$ cat src/rtl/seg7_scan_display_pkg.sv
// Purpose: shared constants for the 7-segment scan display (hex table, off levels, bit order).
// Latency: n/a (constants and types only).
// Backpressure: n/a.
package seg7_defs;

    // Segment bit order on the 7-bit bus, MSB first: {g,f,e,d,c,b,a}.
    typedef struct packed {
        logic g;
        logic f;
        logic e;
        logic d;
        logic c;
        logic b;
        logic a;
    } seg7_t;

    // Active-high hex glyphs (1 = segment lit).
    localparam logic [6:0] HEX_0 = 7'h3F;
    localparam logic [6:0] HEX_1 = 7'h06;
    localparam logic [6:0] HEX_2 = 7'h5B;
    localparam logic [6:0] HEX_3 = 7'h4F;
    localparam logic [6:0] HEX_4 = 7'h66;
    localparam logic [6:0] HEX_5 = 7'h6D;
    localparam logic [6:0] HEX_6 = 7'h7D;
    localparam logic [6:0] HEX_7 = 7'h07;
    localparam logic [6:0] HEX_8 = 7'h7F;
    localparam logic [6:0] HEX_9 = 7'h6F;
    localparam logic [6:0] HEX_A = 7'h77;
    localparam logic [6:0] HEX_B = 7'h7C;
    localparam logic [6:0] HEX_C = 7'h39;
    localparam logic [6:0] HEX_D = 7'h5E;
    localparam logic [6:0] HEX_E = 7'h79;
    localparam logic [6:0] HEX_F = 7'h71;

    // Dark levels in the active-high domain; pin polarity is applied in the top.
    localparam logic [6:0] SEG_OFF = 7'h00;
    localparam logic       AN_OFF  = 1'b0;

endpackage

$ cat src/rtl/hex_to_seg7.sv
// Purpose: 4-bit nibble to active-high {g,f,e,d,c,b,a} segment pattern.
// Latency: combinational, 0 cycles.
// Backpressure: none.
// Ports: nib_i (hex nibble), seg_o (active-high segments).
module hex_to_seg7
    import seg7_defs::*;
(
    input  logic [3:0] nib_i,
    output logic [6:0] seg_o
);

    seg7_t seg;

    always_comb begin
        seg = seg7_t'(SEG_OFF);
        unique case (nib_i)
            4'h0: seg = seg7_t'(HEX_0);
            4'h1: seg = seg7_t'(HEX_1);
            4'h2: seg = seg7_t'(HEX_2);
            4'h3: seg = seg7_t'(HEX_3);
            4'h4: seg = seg7_t'(HEX_4);
            4'h5: seg = seg7_t'(HEX_5);
            4'h6: seg = seg7_t'(HEX_6);
            4'h7: seg = seg7_t'(HEX_7);
            4'h8: seg = seg7_t'(HEX_8);
            4'h9: seg = seg7_t'(HEX_9);
            4'hA: seg = seg7_t'(HEX_A);
            4'hB: seg = seg7_t'(HEX_B);
            4'hC: seg = seg7_t'(HEX_C);
            4'hD: seg = seg7_t'(HEX_D);
            4'hE: seg = seg7_t'(HEX_E);
            4'hF: seg = seg7_t'(HEX_F);
            default: seg = seg7_t'(SEG_OFF);
        endcase
    end

    assign seg_o = seg;

endmodule

$ cat src/rtl/seg7_scan_display.sv
// Purpose: time-multiplexed hex display driver with per-scan snapshot and leading-zero blanking.
// Latency: AN/SEG follow the scan index 1 cycle after each tick; new VALUE shows 1 cycle after the next scan boundary.
// Backpressure: none; en_i=0 darkens the pins and freezes prescaler, index and snapshot.
// Ports: clk_i, rst_i (sync, active-high), en_i, blank_lz_i, value_i[4*DIGITS], an_o[DIGITS], seg_o[7].
module seg7_scan_display
    import seg7_defs::*;
#(
    parameter int DIGITS      = 2,
    parameter int REFRESH_DIV = 1000,
    parameter bit ACTIVE_LOW  = 1'b1
) (
    input  logic                  clk_i,
    input  logic                  rst_i,
    input  logic                  en_i,
    input  logic                  blank_lz_i,
    input  logic [4*DIGITS-1:0]   value_i,
    output logic [DIGITS-1:0]     an_o,
    output logic [6:0]            seg_o
);

    localparam int PW = (REFRESH_DIV > 1) ? $clog2(REFRESH_DIV) : 1;
    localparam int IW = (DIGITS > 1) ? $clog2(DIGITS) : 1;
    localparam logic [PW-1:0] PDIV_LAST = PW'(REFRESH_DIV - 1);
    localparam logic [IW-1:0] IDX_LAST  = IW'(DIGITS - 1);

    // Dark levels as they appear on the pins.
    localparam logic [DIGITS-1:0] AN_PIN_OFF  = ACTIVE_LOW ? ~{DIGITS{AN_OFF}} : {DIGITS{AN_OFF}};
    localparam logic [6:0]        SEG_PIN_OFF = ACTIVE_LOW ? ~SEG_OFF : SEG_OFF;

    logic [PW-1:0]       pdiv_q, pdiv_d;
    logic [IW-1:0]       idx_q, idx_d;
    logic [4*DIGITS-1:0] snap_q, snap_d;
    logic [DIGITS-1:0]   an_q, an_d;
    logic [6:0]          seg_q, seg_d;

    logic                tick;
    logic [3:0]          nib;
    logic [6:0]          dec_seg;
    logic                upper_zero;
    logic                blank;
    logic [DIGITS-1:0]   an_hi;
    logic [6:0]          seg_hi;

    assign tick = en_i && (pdiv_q == PDIV_LAST);

    // Prescaler, scan index and snapshot; snapshot refreshes only on the wrap so a scan never tears.
    always_comb begin
        pdiv_d = pdiv_q;
        idx_d  = idx_q;
        snap_d = snap_q;
        if (tick) begin
            pdiv_d = '0;
            if (idx_q == IDX_LAST) begin
                idx_d  = '0;
                snap_d = value_i;
            end else begin
                idx_d = idx_q + IW'(1);
            end
        end else if (en_i) begin
            pdiv_d = pdiv_q + PW'(1);
        end
    end

    // Nibble select, and "this digit and everything above it is zero" for blanking.
    always_comb begin
        nib        = 4'h0;
        upper_zero = 1'b1;
        for (int i = 0; i < DIGITS; i++) begin
            if (IW'(i) == idx_q) begin
                nib = snap_q[4*i +: 4];
            end
            if ((IW'(i) >= idx_q) && (snap_q[4*i +: 4] != 4'h0)) begin
                upper_zero = 1'b0;
            end
        end
    end

    hex_to_seg7 u_dec (
        .nib_i (nib),
        .seg_o (dec_seg)
    );

    // Digit 0 is never blanked so an all-zero value still shows "0".
    assign blank = blank_lz_i && (idx_q != '0) && upper_zero;

    always_comb begin
        an_hi  = {DIGITS{AN_OFF}};
        seg_hi = SEG_OFF;
        if (en_i && !blank) begin
            for (int i = 0; i < DIGITS; i++) begin
                an_hi[i] = (IW'(i) == idx_q);
            end
            seg_hi = dec_seg;
        end
        an_d  = ACTIVE_LOW ? ~an_hi  : an_hi;
        seg_d = ACTIVE_LOW ? ~seg_hi : seg_hi;
    end

    always_ff @(posedge clk_i) begin
        if (rst_i) begin
            pdiv_q <= '0;
            idx_q  <= '0;
            snap_q <= '0;
            an_q   <= AN_PIN_OFF;
            seg_q  <= SEG_PIN_OFF;
        end else begin
            pdiv_q <= pdiv_d;
            idx_q  <= idx_d;
            snap_q <= snap_d;
            an_q   <= an_d;
            seg_q  <= seg_d;
        end
    end

    assign an_o  = an_q;
    assign seg_o = seg_q;

endmodule

$ cat config.mk
export PLATFORM = sky130hd
export DESIGN_NAME = seg7_scan_display
export DESIGN_NICKNAME = d
export VERILOG_FILES = /design/src/rtl/seg7_scan_display_pkg.sv /design/src/rtl/hex_to_seg7.sv /design/src/rtl/seg7_scan_display.sv
export SDC_FILE = /design/constraint.sdc
export NUM_CORES = 1
export LEC_CHECK = 0
export CORE_MARGIN = 3
export CORE_UTILIZATION = 57
export CTS_CLUSTER_SIZE = 14
export DETAILED_ROUTE_END_ITERATION = 8
export MAX_ROUTING_LAYER = met4
export PLACE_DENSITY_LB_ADDON = 0.08
export SLEW_MARGIN = 30
export SYNTH_ARGS = -nofsm -noshare
export SYNTH_HDL_FRONTEND = slang
export SYNTH_SLANG_ARGS = --single-unit
$ cat constraint.sdc
create_clock -name clk_i -period 6.4 [get_ports clk_i]
set_input_delay 0.96 -clock clk_i [delete_from_list [all_inputs] [get_ports clk_i]]
set_output_delay 0.96 -clock clk_i [all_outputs]
set_load 0.02 [all_outputs]
== Yosys cells after proc, flatten, opt, wreduce, memory -nomap -nowiden ==
Memory sizes are Yosys's and may differ from the RTL's.
Index checks and enable logic that the tools add are counted.
Word-level totals
  memories: 1
  bits in read-only memories: 112
  bits in registers: 28
  output and inout port bits: 9
Operators by class
  bitwise logic cells: 3
  $add $sub $neg: 2
  equal/unequal tests: 1
  mux-type cells: 6
  order comparisons: 2
  reduce and logical (&&, ||, !) cells: 11
Memories
  (name not given): words 16, width 7, read ports 1, clocked after Yosys merged registers in 0, write ports 0, line hex_to_seg7.sv:16  | unique case (nib_i)
Operator list (count)
  $add A10 B1 Y10 const B: 1
  $eq A10 B10 Y1 const B: 1
  $reduce_bool A4 Y1: 2
  $mux W7: 1
  $not A7 Y7: 1
  $logic_and A1 B1 Y1: 6
  $mux W4: 1
  $mux W1: 3
  $ge A1 B1 Y1 const A: 2
  $mux W2: 1
  $not A2 Y2: 1
  $reduce_and A2 Y1: 1
  $reduce_or A2 Y1: 1
  $add A1 B1 Y1 const B: 1
  $logic_not A1 Y1: 1
  $not A1 Y1: 1

== Logic depth before layout (Yosys ltp) ==
  word-level depth: 9
  gate-level depth with buffers: 9
  gate-level depth less buffers: 8

== Hierarchy ==
From an unflattened synthesis, not the netlist that was laid out.
Second synthesis, totals
  cell total of the unflattened synthesis: 156
  area, all modules: 1468.9 um^2
By module, submodules not included
  seg7_scan_display: times used 1, cells an instance 123, area each 1181.1 um^2
  hex_to_seg7: times used 1, cells an instance 33, area each 287.8 um^2

== Least setup slack after synthesis ==
OpenSTA, ideal clock, no wires.
  kind: input-to-reg
  start: in en_i
  end: reg snap_q[7]
  data required time: 6.272 ns
  setup slack: 4.173 ns
  buffers on the path: 1
  stages: 5
  setup time: 0.128 ns
  arrival: 2.100 ns
  cell sequence: buf_2 -> nand3_2 -> nor4_4 -> mux2i_1 -> nor2_1
Between the ends
  longest elaborated chain between the ends: 2
RTL lines
  start: declaration: line seg7_scan_display.sv:14  | input logic en_i,
  $logic_and A1 B1 Y1: line seg7_scan_display.sv:44  | assign tick = en_i && (pdiv_q == PDIV_LAST);
  $reduce_and A2 Y1 (no line)
  end signal: assignment: line seg7_scan_display.sv:109  | snap_q <= snap_d;
  end: declaration: line seg7_scan_display.sv:32  | logic [4*DIGITS-1:0] snap_q, snap_d;
No other way between the ends.
A chain may end at the register's enable or synchronous reset.

== Final worst setup path ==
  start: in en_i
  end: reg snap_q[5]
The elaborated chain is that of the path after synthesis.

==> flow_metrics.tcl <==
set metrics [dict create \
    status "complete, no violations" \
    drv_cap 0 \
    grt_pass1_wl_um 4780 \
    syn_area_um2 1410 \
    synthFlopType "dfxtp_1" \
    ys_ff_latch 28 \
    remaining_drc_errors 0 \
    swShare 0.222 \
    clock-root-buffer "clkbuf_4" \
    cts.sinks 28 \
    numCtsBuffers 3 \
    worstMarginPinSlew_ns 0.774 \
    setup_slack_ns 3.79 \
    antenna_found_initial 0 \
    final_core_util 0.720 \
    netlist_top_cells_area "dfxtp_1 40%, mux2i_1 12%, ha_1 6.2%" \
    cp.arrival_ns 2.82 \
    clk_path_buf_depth 2 \
    setup-tns-final_ns 0 \
    clkPwrFrac 0.259 \
    ctsResizeCount 0 \
    rows 17 \
    fp.dieW_um 55.7 \
    period_needed_ns 2.61 \
    drt_iter0_drc 34 \
    relSlewSlack 0.469 \
    final_layout_size_suffix_gt1_frac 0.0536 \
    synth_most_common_cell "dfxtp_1" \
    yosysSeqAreaShare 0.398 \
    yosysUniqueCellTypes 37 \
    dp_hpwl_um 2090 \
    overflow 0 \
    worstSetupPathType "primary input to flop" \
    fmax_ghz 0.383 \
    hold_buffers 0 \
    clk_pin_slew_ns 0.15 \
    wl_um 2780 \
    worstSetupEndpointType "flop" \
    yosys_warnings 0 \
    initial_core_util 0.620 \
    powerDensity_nw_per_um2 167 \
    die_h_um 55.7 \
    post-route-period-util 0.408 \
    place_congestion 0.807 \
    io_buffers 20 \
    ir_worst_vdd_mv 0.144 \
    cp_cell_sequence "clkdlybuf4s50_1 > nand3_2 > nor4_4 > mux2i_1 > nor2_1" \
    critical_path.max_fanout 8 \
    grt_max_degree 23 \
    fin_skew_ns 0.0126 \
    vias 1105 \
    wl_met1_um 1350 \
    final-max-slew-violation-count 0 \
    synth_edf_count 0 \
    worstPathRequired_ns 6.61 \
    antenna_cells 0 \
    avgSynthCellArea_um2 9.28 \
    area_growth_pct 16.2 \
    wl_met2_um 1250 \
    pre_cts_ws_ns 3.43 \
    yosysTopAreaCell "dfxtp_1" \
    wl_met3_um 135 \
    vias_per_cell 5.64 \
    pwr-share-seq 0.657 \
    intPower_mw 0.213 \
    rrSetupSlack_ns 3.83 \
    grt_pass1_vias 1037 \
    dpl-instance-area_um2 1620 \
    pin_count 21 \
    yosys-top-cells-count "28 x dfxtp_1, 23 x nor2_1, 17 x mux2i_1" \
    syn_inst 152 \
    die-area_um2 3110 \
    async_reset_ff_frac 0 \
    hp-class "flop to flop" \
    slowest_stage "nor4_4" \
    ant_nets 0 \
    p_leak_nw 0.565 \
    gr-usage-all-layers 0.194 \
    fin_nets 189 \
    finalHoldViolations 0 \
    stdcell_area_um2 1640 \
    slowest_delay_ns 0.67 \
    switchingPower_mw 0.0608 \
    wl_per_cell_um 14.2 \
    synth_top_area_frac 0.398 \
    htreeDepth 1 \
    setup_viol 0 \
    worstSkewPairLatency_ns 0.33 \
    cts_tree "done" \
    firstDrtPassIters 4 \
    power_frac_comb 0.084 \
    core_area_um2 2280 \
    cts_setup_buffers 0 \
    synth_fp_nets 171 \
    rsz0062_at_grt "false" \
    top_signal_layer_used "met4" \
    worstSetupStartpointType "primary input" \
    hold_slack_ns 0.528 \
]
[power by group through the flow]
stage / Clock [mW] / Combinational (mW) / Sequential, mW
after global routing: 0.0825 / 0.0247 / 0.181
final: 0.0710 / 0.0229 / 0.180
after floorplan: 0 / 0.00718 / 0.186
after detailed placement: 0 / 0.0231 / 0.184
after CTS: 0.0750 / 0.0232 / 0.180
after global placement: 0 / 0.0223 / 0.184
[sequential cells by signal, summed over array words and instances (netlist names)]
register / cells
seg_o: 7
idx_q: 1
pdiv_q: 10
snap_q: 8
an_o: 2
[cells by family after synthesis]
| kind of cell | after synthesis | synth area share |
|---|---|---|
| AOI/OAI and AO/OA | 21 | 0.103 |
| xor gates and xnor gates | 11 | 0.0683 |
| adders and majority gates | 7 | 0.0621 |
| buffers and inverters | 12 | 0.0337 |
| DFF | 28 | 0.398 |
| muxes | 19 | 0.137 |
| and+or+nand+nor | 54 | 0.199 |
[layer usage]
layer	GRT usage	vias to the layer above
met1	0.256	502
met4	0.0729	0
met5	-	-
li1	-	571
met3	0.0255	4
met2	0.302	28
[area by class of cell]
cell class,instances,area (um^2)
multi-input cells,112,802
fillers,169,637
flip-flops and latches,28,561
repair buffers,20,200
well taps,28,35.0
clock buffers,3,22.5
inverters,5,18.8
[final timing paths]
kind	startpoint	end	cells after the start
max	en_i	snap_q[5]	5
min	snap_q[1]	snap_q[1]	2
max reg2reg	idx_q	seg_o[4]	6
min reg2reg	snap_q[1]	snap_q[1]	2
[layout by cell type (no fill, tap or decap), drive strengths merged, types with 2 or more instances in the layout]
cell type / netlist / layout
clkdlybuf4s50: 0 / 20
xor2: 5 / 5
nand3: 3 / 3
o21ai: 2 / 2
mux2: 2 / 2
o221ai: 4 / 4
mux2i: 17 / 17
nor3: 3 / 3
o311ai: 2 / 2
dfxtp: 28 / 28
nor4: 2 / 2
nand2: 9 / 9
nor2: 23 / 23
nor2b: 2 / 2
xnor2: 6 / 6
nand4: 4 / 4
inv: 5 / 5
ha: 7 / 7
clkbuf: 4 / 3
a32oi: 2 / 2
a21oi: 7 / 7
[critical path: cells and delay by family]
family                 cells  cell delay [ns]
muxes                      1             0.28
and+or+nand+nor            3             0.92
buffers and inverters      1             0.66
[through the flow]
| stage | cells | power, mW |
|---|---|---|
| after global routing | 196 | 0.288 |
| after CTS | 196 | 0.278 |
| after floorplan | 152 | 0.194 |
| final | 196 | 0.274 |
| after detailed placement | 193 | 0.207 |
| after global placement | 193 | 0.206 |
Note: power is estimated with default switching activity, not from simulation.
